File: src/rtl/tri_bus_pkg.sv
// Shared types and helpers for the tri-state bus arbiters.
package tri_bus_pkg;

    typedef enum logic [1:0] {
        IDLE,
        GRANT,
        TURN
    } arb_state_t;

    // Width helper that never collapses to zero bits.
    function automatic int clog2_safe(input int n);
        return (n <= 2) ? 1 : $clog2(n);
    endfunction

endpackage

File: src/rtl/tri_bus_arbiter_rr_pick.sv
// Round-robin picker: first set request at or above ptr, wrapping modulo NREQ.
module rr_pick
    import tri_bus_pkg::*;
#(
    parameter int NREQ = 4,
    localparam int PW  = clog2_safe(NREQ)
) (
    input  logic [NREQ-1:0] req,
    input  logic [PW-1:0]   ptr,
    output logic            any,
    output logic [PW-1:0]   idx
);

    logic [PW:0]   sum;
    logic [PW-1:0] sel;

    // Scan farthest offset first so the nearest candidate is written last.
    always_comb begin
        any = 1'b0;
        idx = '0;
        sum = '0;
        sel = '0;
        for (int i = NREQ - 1; i >= 0; i--) begin
            sum = {1'b0, ptr} + (PW+1)'(i);
            if (sum >= (PW+1)'(NREQ)) begin
                sum = sum - (PW+1)'(NREQ);
            end
            sel = sum[PW-1:0];
            if (req[sel]) begin
                any = 1'b1;
                idx = sel;
            end
        end
    end

endmodule

File: src/rtl/tri_bus_arbiter.sv
// Round-robin owner of the output enables on one shared tri1 bus line,
// with a hold limit and a released turnaround between ownerships.
//
// state | meaning
// IDLE  | bus released, waiting for any request
// GRANT | one owner drives, hold counter running
// TURN  | bus released and pulled high before the next ownership
module tri_bus_arbiter
    import tri_bus_pkg::*;
#(
    parameter int NREQ     = 4,
    parameter int MAX_HOLD = 4,
    parameter int TURN_CYC = 1
) (
    input  logic                    clk,
    input  logic                    rst,
    input  logic [NREQ-1:0]         req,
    output logic [NREQ-1:0]         gnt,
    output logic [NREQ-1:0]         drv_en,
    output logic [$clog2(NREQ)-1:0] owner,
    output logic                    busy,
    output logic                    turn
);

    localparam int PW = clog2_safe(NREQ);
    localparam int HW = clog2_safe(MAX_HOLD + 1);
    localparam int TW = clog2_safe(TURN_CYC + 1);

    if (TURN_CYC < 1) begin : g_bad_turn
        $error("tri_bus_arbiter: TURN_CYC must be at least 1");
    end
    if (MAX_HOLD < 1) begin : g_bad_hold
        $error("tri_bus_arbiter: MAX_HOLD must be at least 1");
    end
    if (NREQ < 2 || NREQ > 16) begin : g_bad_nreq
        $error("tri_bus_arbiter: NREQ must be in 2..16");
    end

    arb_state_t     state, state_n;
    logic [NREQ-1:0] gnt_r, gnt_n;
    logic [PW-1:0]  owner_r, owner_n;
    logic [PW-1:0]  ptr, ptr_n;
    logic [HW-1:0]  hold_cnt, hold_n;
    logic [TW-1:0]  turn_cnt, turn_cnt_n;
    logic           turn_r, turn_n;
    logic           pick_any;
    logic [PW-1:0]  pick_idx;

    rr_pick #(.NREQ(NREQ)) u_pick (
        .req (req),
        .ptr (ptr),
        .any (pick_any),
        .idx (pick_idx)
    );

    always_ff @(posedge clk) begin
        if (rst) begin
            state    <= IDLE;
            gnt_r    <= '0;
            owner_r  <= '0;
            ptr      <= '0;
            hold_cnt <= '0;
            turn_cnt <= '0;
            turn_r   <= 1'b0;
        end else begin
            state    <= state_n;
            gnt_r    <= gnt_n;
            owner_r  <= owner_n;
            ptr      <= ptr_n;
            hold_cnt <= hold_n;
            turn_cnt <= turn_cnt_n;
            turn_r   <= turn_n;
        end
    end

    always_comb begin
        state_n    = state;
        gnt_n      = gnt_r;
        owner_n    = owner_r;
        ptr_n      = ptr;
        hold_n     = hold_cnt;
        turn_cnt_n = turn_cnt;
        turn_n     = 1'b0;
        unique case (state)
            IDLE: begin
                if (pick_any) begin
                    gnt_n           = '0;
                    gnt_n[pick_idx] = 1'b1;
                    owner_n         = pick_idx;
                    hold_n          = HW'(1);
                    state_n         = GRANT;
                end
            end
            GRANT: begin
                if (req[owner_r] && (hold_cnt < HW'(MAX_HOLD))) begin
                    hold_n = hold_cnt + HW'(1);
                end else begin
                    gnt_n      = '0;
                    ptr_n      = (owner_r == PW'(NREQ - 1)) ? '0 : owner_r + PW'(1);
                    turn_cnt_n = TW'(1);
                    turn_n     = 1'b1;
                    state_n    = TURN;
                end
            end
            TURN: begin
                if (turn_cnt < TW'(TURN_CYC)) begin
                    turn_cnt_n = turn_cnt + TW'(1);
                    turn_n     = 1'b1;
                end else if (pick_any) begin
                    // Pending requests go straight to GRANT; no idle cycle.
                    gnt_n           = '0;
                    gnt_n[pick_idx] = 1'b1;
                    owner_n         = pick_idx;
                    hold_n          = HW'(1);
                    state_n         = GRANT;
                end else begin
                    state_n = IDLE;
                end
            end
            default: state_n = IDLE;
        endcase
    end

    assign gnt    = gnt_r;
    assign drv_en = gnt_r;
    assign owner  = owner_r;
    assign busy   = |gnt_r;
    assign turn   = turn_r;

endmodule

File: config.mk
export PLATFORM = sky130hd
export DESIGN_NAME = tri_bus_arbiter
export DESIGN_NICKNAME = d
export VERILOG_FILES = /design/src/rtl/tri_bus_pkg.sv /design/src/rtl/tri_bus_arbiter_rr_pick.sv /design/src/rtl/tri_bus_arbiter.sv
export SDC_FILE = /design/constraint.sdc
export NUM_CORES = 1
export LEC_CHECK = 0
export BUFFER_PORTS_ARGS = -buffer_cell sky130_fd_sc_hd__clkbuf_2
export CAP_MARGIN = 20
export CORE_ASPECT_RATIO = 1.4
export CORE_MARGIN = 10
export CORE_UTILIZATION = 51
export CTS_BUF_LIST = sky130_fd_sc_hd__clkbuf_4
export CTS_CLUSTER_SIZE = 14
export DETAILED_ROUTE_END_ITERATION = 12
export PLACE_DENSITY_LB_ADDON = 0.25
export SYNTH_ARGS = -nofsm -noshare
export SYNTH_HDL_FRONTEND = slang
export SYNTH_HIERARCHICAL = 1
export SYNTH_SLANG_ARGS = --single-unit
File: constraint.sdc
create_clock -name clk -period 1.4 [get_ports clk]
set_input_delay 0.07 -clock clk [delete_from_list [all_inputs] [get_ports clk]]
set_output_delay 0.07 -clock clk [all_outputs]
set_load 0.005 [all_outputs]
# == After elaboration in Yosys (flattened, before gate mapping) ==
# Cells that the tools add are included.
# classes
bitwise,1
eq_ne,8
magnitude_cmp,13
n_addsub,10
muxes,47
n_reduce_logical,13
# op_table
operator,count
$mux 2,14
$lt 2x3->1 const B,6
$mux 1,15
$mux 4,3
$pmux 4 s3,1
$reduce_and 3->1,4
$bmux 1 s2,5
$ne 2x2->1 const B,5
$ge 3x3->1 const B,3
$mux 3,3
$pmux 3 s3,1
$sub 2x1->2 const B,4
$add 2x2->3 const B,2
$pmux 2 s3,1
$eq 2x2->1 const B,2
$pmux 1 s2,2
$pmux 2 s2,1
$reduce_and 2->1,2
$reduce_bool 2->1,2
$reduce_or 4->1,1
$add 2x1->3 const B,1
$add 3x1->3 const B,1
$ge 2x3->1 const B,1
$lt 3x3->1 const B,1
other kinds (10),11
# totals
wordCells,99
inputBits,6
ff_bits,15

# == Logic depth before layout (Yosys ltp) ==
# logic_depth
ltp_word,16
depth_mapped,7
depth_no_buf,6

# == By module ==
# Netlist, hierarchy kept.
# by_module_without_submodules
module,instances,seq_area_each_um2,area_per_inst_um2,cells_each
tri_bus_arbiter,1,300.3,928.4,100
rr_pick,1,0.0,77.6,13

# == Worst setup path before layout ==
# OpenSTA, ideal clock, no wires.
# synth_path
path_type,register to register
from,"reg owner_r[0], in the netlist owner[0]"
to,reg state[0]
path_stages_with_launch,5
arrival_ns,1.491
setup_ns,0.072
n_path_buf,0
slack_ns,-0.163
required_ns,1.328
path_cell_list,dfxtp_1 -> mux4_2 -> nand3b_4 -> and3_4 -> mux2i_1
# synth_between
elab_chain_len,5
# synth_rtl
element,line,text
start: declaration,tri_bus_arbiter.sv:41,"logic [PW-1:0] owner_r, owner_n;"
start signal: assignment,tri_bus_arbiter.sv:68,owner_r <= owner_n;
$bmux 1 s2,tri_bus_arbiter.sv:95,if (req[owner_r] && (hold_cnt < HW'(MAX_HOLD))) begin
$mux 1 (not written as such),tri_bus_arbiter.sv:95,
$logic_and 1x1->1,tri_bus_arbiter.sv:95,
$ne 2x2->1 (no line),-,
$reduce_and 3->1 (no line),-,
end signal: assignment,tri_bus_arbiter.sv:66,state <= state_n;
end: declaration,tri_bus_arbiter.sv:39,"arb_state_t state, state_n;"
# Every way passes these cells. The select of a mux whose other input is x is not followed.
# A chain may end at the register's enable or synchronous reset.

# == Final worst setup path ==
# Same ends and word-level chain as after synthesis.

==> results.rst <==
.. list-table::
   :header-rows: 1

   * - Metric
     - Value
   * - Total iterations of the first detailed-routing run
     - 4
   * - Count of max-cap constraint violations
     - 0
   * - CTS clock-pin slew for the worst setup and hold paths
     - 0.09 ns
   * - Top post-synthesis cells by area
     - sky130_fd_sc_hd__dfxtp_1 (30%), sky130_fd_sc_hd__mux2i_1 (13%), sky130_fd_sc_hd__nand2b_1 (8.7%)
   * - Violated checks
     - setup timing
   * - Initial antenna violation count
     - 0
   * - Average routed wire per standard cell
     - 14.69 um
   * - Clock tree from TritonCTS
     - yes
   * - Area growth from synthesis to final layout
     - 35.32%
   * - Register area share after synthesis
     - 29.85%
   * - Row cnt
     - 18
   * - All-layer global routing usage
     - 11.27%
   * - Gate count after technology mapping
     - 113
   * - Number of antenna diodes
     - 0
   * - Most used flip-flop cell after synthesis
     - sky130_fd_sc_hd__dfxtp_1
   * - Die width
     - 57.54 um
   * - Violation count after the first detailed-routing iteration
     - 21
   * - Flop pwr share
     - 29.5%
   * - Class of the worst hold path
     - in2reg
   * - Req. time, crit path
     - 1.61 ns
   * - Peak fanout along the critical path
     - 3
   * - Total number of clock tree sinks
     - 15
   * - I/O Pins
     - 18
   * - Warning count from the yosys run
     - 6
   * - Top cells by count, synth
     - sky130_fd_sc_hd__dfxtp_1 (15), sky130_fd_sc_hd__nand2b_1 (14), sky130_fd_sc_hd__mux2i_1 (13), sky130_fd_sc_hd__a21oi_1 (9)
   * - Tot Pwr
     - 2.205 mW
   * - Setup Total Neg Slack
     - -0.1985 ns
   * - Clock Tree Root
     - sky130_fd_sc_hd__clkbuf_4
   * - Post-synthesis register bit count
     - 15
   * - Register area
     - 309.0 um2
   * - Most frequently used cell type in the post-synthesis netlist
     - sky130_fd_sc_hd__dfxtp_1
   * - Int Pwr
     - 1.366 mW
   * - Final core area utilization
     - 74.62%
   * - H-Tree Level Count
     - 1
   * - Worst path setup slack after routing
     - -0.09172 ns
   * - Cell type with the highest aggregate area in the netlist
     - sky130_fd_sc_hd__dfxtp_1
   * - Die outline height
     - 72.55 um
   * - Net switching power of the design
     - 0.8391 mW
   * - Post-synthesis cell area
     - 1006 um2
   * - Leak
     - 0.6132 nW
   * - Clock Power Share
     - 12.0%
   * - # fillers
     - 135
   * - Final setup vio count
     - 4
   * - Outcome
     - complete, but fails checks
   * - Transition time at the pin with the least slew margin
     - 0.3768 ns
   * - Synth unique cells
     - 32
   * - Logic gate share of total power
     - 58.5%
   * - Post-synth ARST share
     - 0%
   * - Half-perimeter wire length after placement
     - 1.743 mm
   * - Cts-stage hold buffer count
     - 0
   * - Buffer levels on the longest clock path
     - 2
   * - Fraction of final layout cells sized beyond drive strength 1
     - 48.97%
   * - Number of vias after detailed routing
     - 904
   * - Antenna violation net count after detailed routing
     - 0
   * - WS Path Type
     - reg2reg
   * - Cell area power density
     - 1620 nW/um2
   * - Aggregate global routing overflow
     - 0
   * - RSZ-0062 raised after global routing
     - true
   * - Total length of routed wires
     - 2.424 mm
   * - Mean instance size in the synthesized netlist
     - 8.902 um2
   * - Max Clock Freq
     - 670.4 MHz
   * - Share of the synthesized area in the top cell type
     - 29.85%
   * - Number of buffers added by the clock tree synthesis step
     - 3
   * - Last weighted congestion value of the routability-driven placer
     - 0.8949
   * - Arrival time at the worst endpoint
     - 1.70 ns
   * - Ratio of routed vias to standard cells
     - 5.479
   * - Final period utilization
     - 106.6%
   * - Net count reported at finish
     - 158
   * - Switching power share of the total
     - 38.05%
   * - Final max-slew violation count
     - 0
   * - Post-layout min period
     - 1.492 ns
   * - Full die area
     - 4174 um2
   * - Area taken by multi-input logic gates
     - 754.5 um2
   * - Pin count of the biggest net entering global routing
     - 12
   * - Worst IR drop on VDD
     - 1.220 mV
   * - Post-Synthesis Net Count
     - 125
   * - Final setup skew
     - 0.003398 ns
   * - Wire length of the first global-routing pass
     - 4.002 mm
   * - Later-pin clock latency in the skew report
     - 0.28 ns
   * - Number of buffers added on ports
     - 17
   * - Initial Util
     - 55.14%
   * - Via count of the first global-routing pass
     - 942
   * - Number of synthesized flops with an enable pin
     - 0
   * - Kind of end point of the critical path
     - register
   * - Drc violations
     - 0
   * - Critical Path Source Type
     - register
   * - Count of final hold-check violations
     - 0
   * - Worst slew margin
     - 74.83%
   * - Worst setup slack before clock tree synthesis
     - -0.09098 ns
   * - Area of the placeable core
     - 1824 um2
stage by stage:
stage	instances	instance area [um2]	hold WS (ns)
5_1_grt	165	1361	0.1019
2_1_floorplan	113	1010	0.2545
3_3_place_gp	157	1180	0.3742
3_5_place_dp	157	1180	0.3777
6_report	165	1361	0.09729
4_1_cts	163	1261	0.08898
per-layer routing:
| metal | vias up | share of wire (%) | routed length [um] | GRT usage, % |
|---|---|---|---|---|
| li1 | 457 | - | - | - |
| met3 | 4 | 5.6 | 135 | 3.659 |
| met1 | 419 | 42 | 1018 | 11.33 |
| met5 | - | 0 | 0 | 0 |
| met4 | 0 | 1.7 | 40 | 3.927 |
| met2 | 24 | 51 | 1230 | 20.81 |
final timing paths:
check / start / to / slack (ns) / cells past startpoint
worst max-delay path: owner[0] / state[0] / -0.09 / 4
worst min-delay path: rst / ptr[0] / 0.1 / 2
worst max register to register: owner[0] / state[0] / -0.09 / 4
worst min register to register: drv_en[2] / drv_en[2] / 0.50 / 2
sequential cells by signal (all words and copies together), names as in the netlist:
register,flops
drv_en,4
hold_cnt,3
owner,2
ptr,2
state,2
turn,1
turn_cnt,1
cells in the final DEF, fill, tap and decap left out, types with 2 or more instances in the layout:
cell	instances
sky130_fd_sc_hd__buf_4	18
sky130_fd_sc_hd__clkbuf_2	17
sky130_fd_sc_hd__nand2b_1	14
sky130_fd_sc_hd__mux2i_1	11
sky130_fd_sc_hd__dfxtp_1	10
sky130_fd_sc_hd__nor2_1	7
sky130_fd_sc_hd__nand2_1	7
sky130_fd_sc_hd__inv_1	5
sky130_fd_sc_hd__a21oi_1	5
sky130_fd_sc_hd__a21oi_2	4
sky130_fd_sc_hd__nand3_1	4
sky130_fd_sc_hd__clkbuf_4	4
sky130_fd_sc_hd__dfxtp_2	4
sky130_fd_sc_hd__or4_1	2
sky130_fd_sc_hd__mux2i_4	2
sky130_fd_sc_hd__o21ai_1	2
sky130_fd_sc_hd__ha_1	2
sky130_fd_sc_hd__ha_2	2
sky130_fd_sc_hd__ha_4	2
power groups by stage:
stage | clock (mW) | combinational (mW) | sequential (mW)
3_3_place_gp | 0 | 1.03 | 0.638
2_1_floorplan | 0 | 0.682 | 0.635
6_report | 0.264 | 1.29 | 0.650
5_1_grt | 0.284 | 1.41 | 0.667
4_1_cts | 0.270 | 1.14 | 0.631
3_5_place_dp | 0 | 1.04 | 0.641
cell families after synthesis:
family          Yosys count  synth area share (%)
simple gates             47                 28.36
compound gates           17                 11.32
mux                      15                 16.29
flops                    15                 29.85
buf+inv                  13                 6.717
fa+ha+maj                 6                 7.462
worst max-delay path: stages (launching register included):
cell                       delay, ns
sky130_fd_sc_hd__dfxtp_4        0.37
sky130_fd_sc_hd__mux4_2         0.54
sky130_fd_sc_hd__nand3b_4       0.13
sky130_fd_sc_hd__and3_4         0.21
sky130_fd_sc_hd__mux2i_1        0.17
what timing repair did:
| action | in CTS | in global routing |
|---|---|---|
| pin swaps | 2 | 6 |
| setup buffers | 2 | 2 |
| gates resized for setup | 10 | 21 |
| endpoints found under the setup margin | 11 | 13 |
final cells by class:
class,instances,share of cell area [%]
Inverter,6,1.654
Tap cell,20,1.838
Timing Repair Buffer,35,16.18
Sequential cell,15,22.70
Clock buffer,4,2.206
Multi-Input combinational cell,85,55.42
Note: power is estimated with default switching activity, not from simulation.
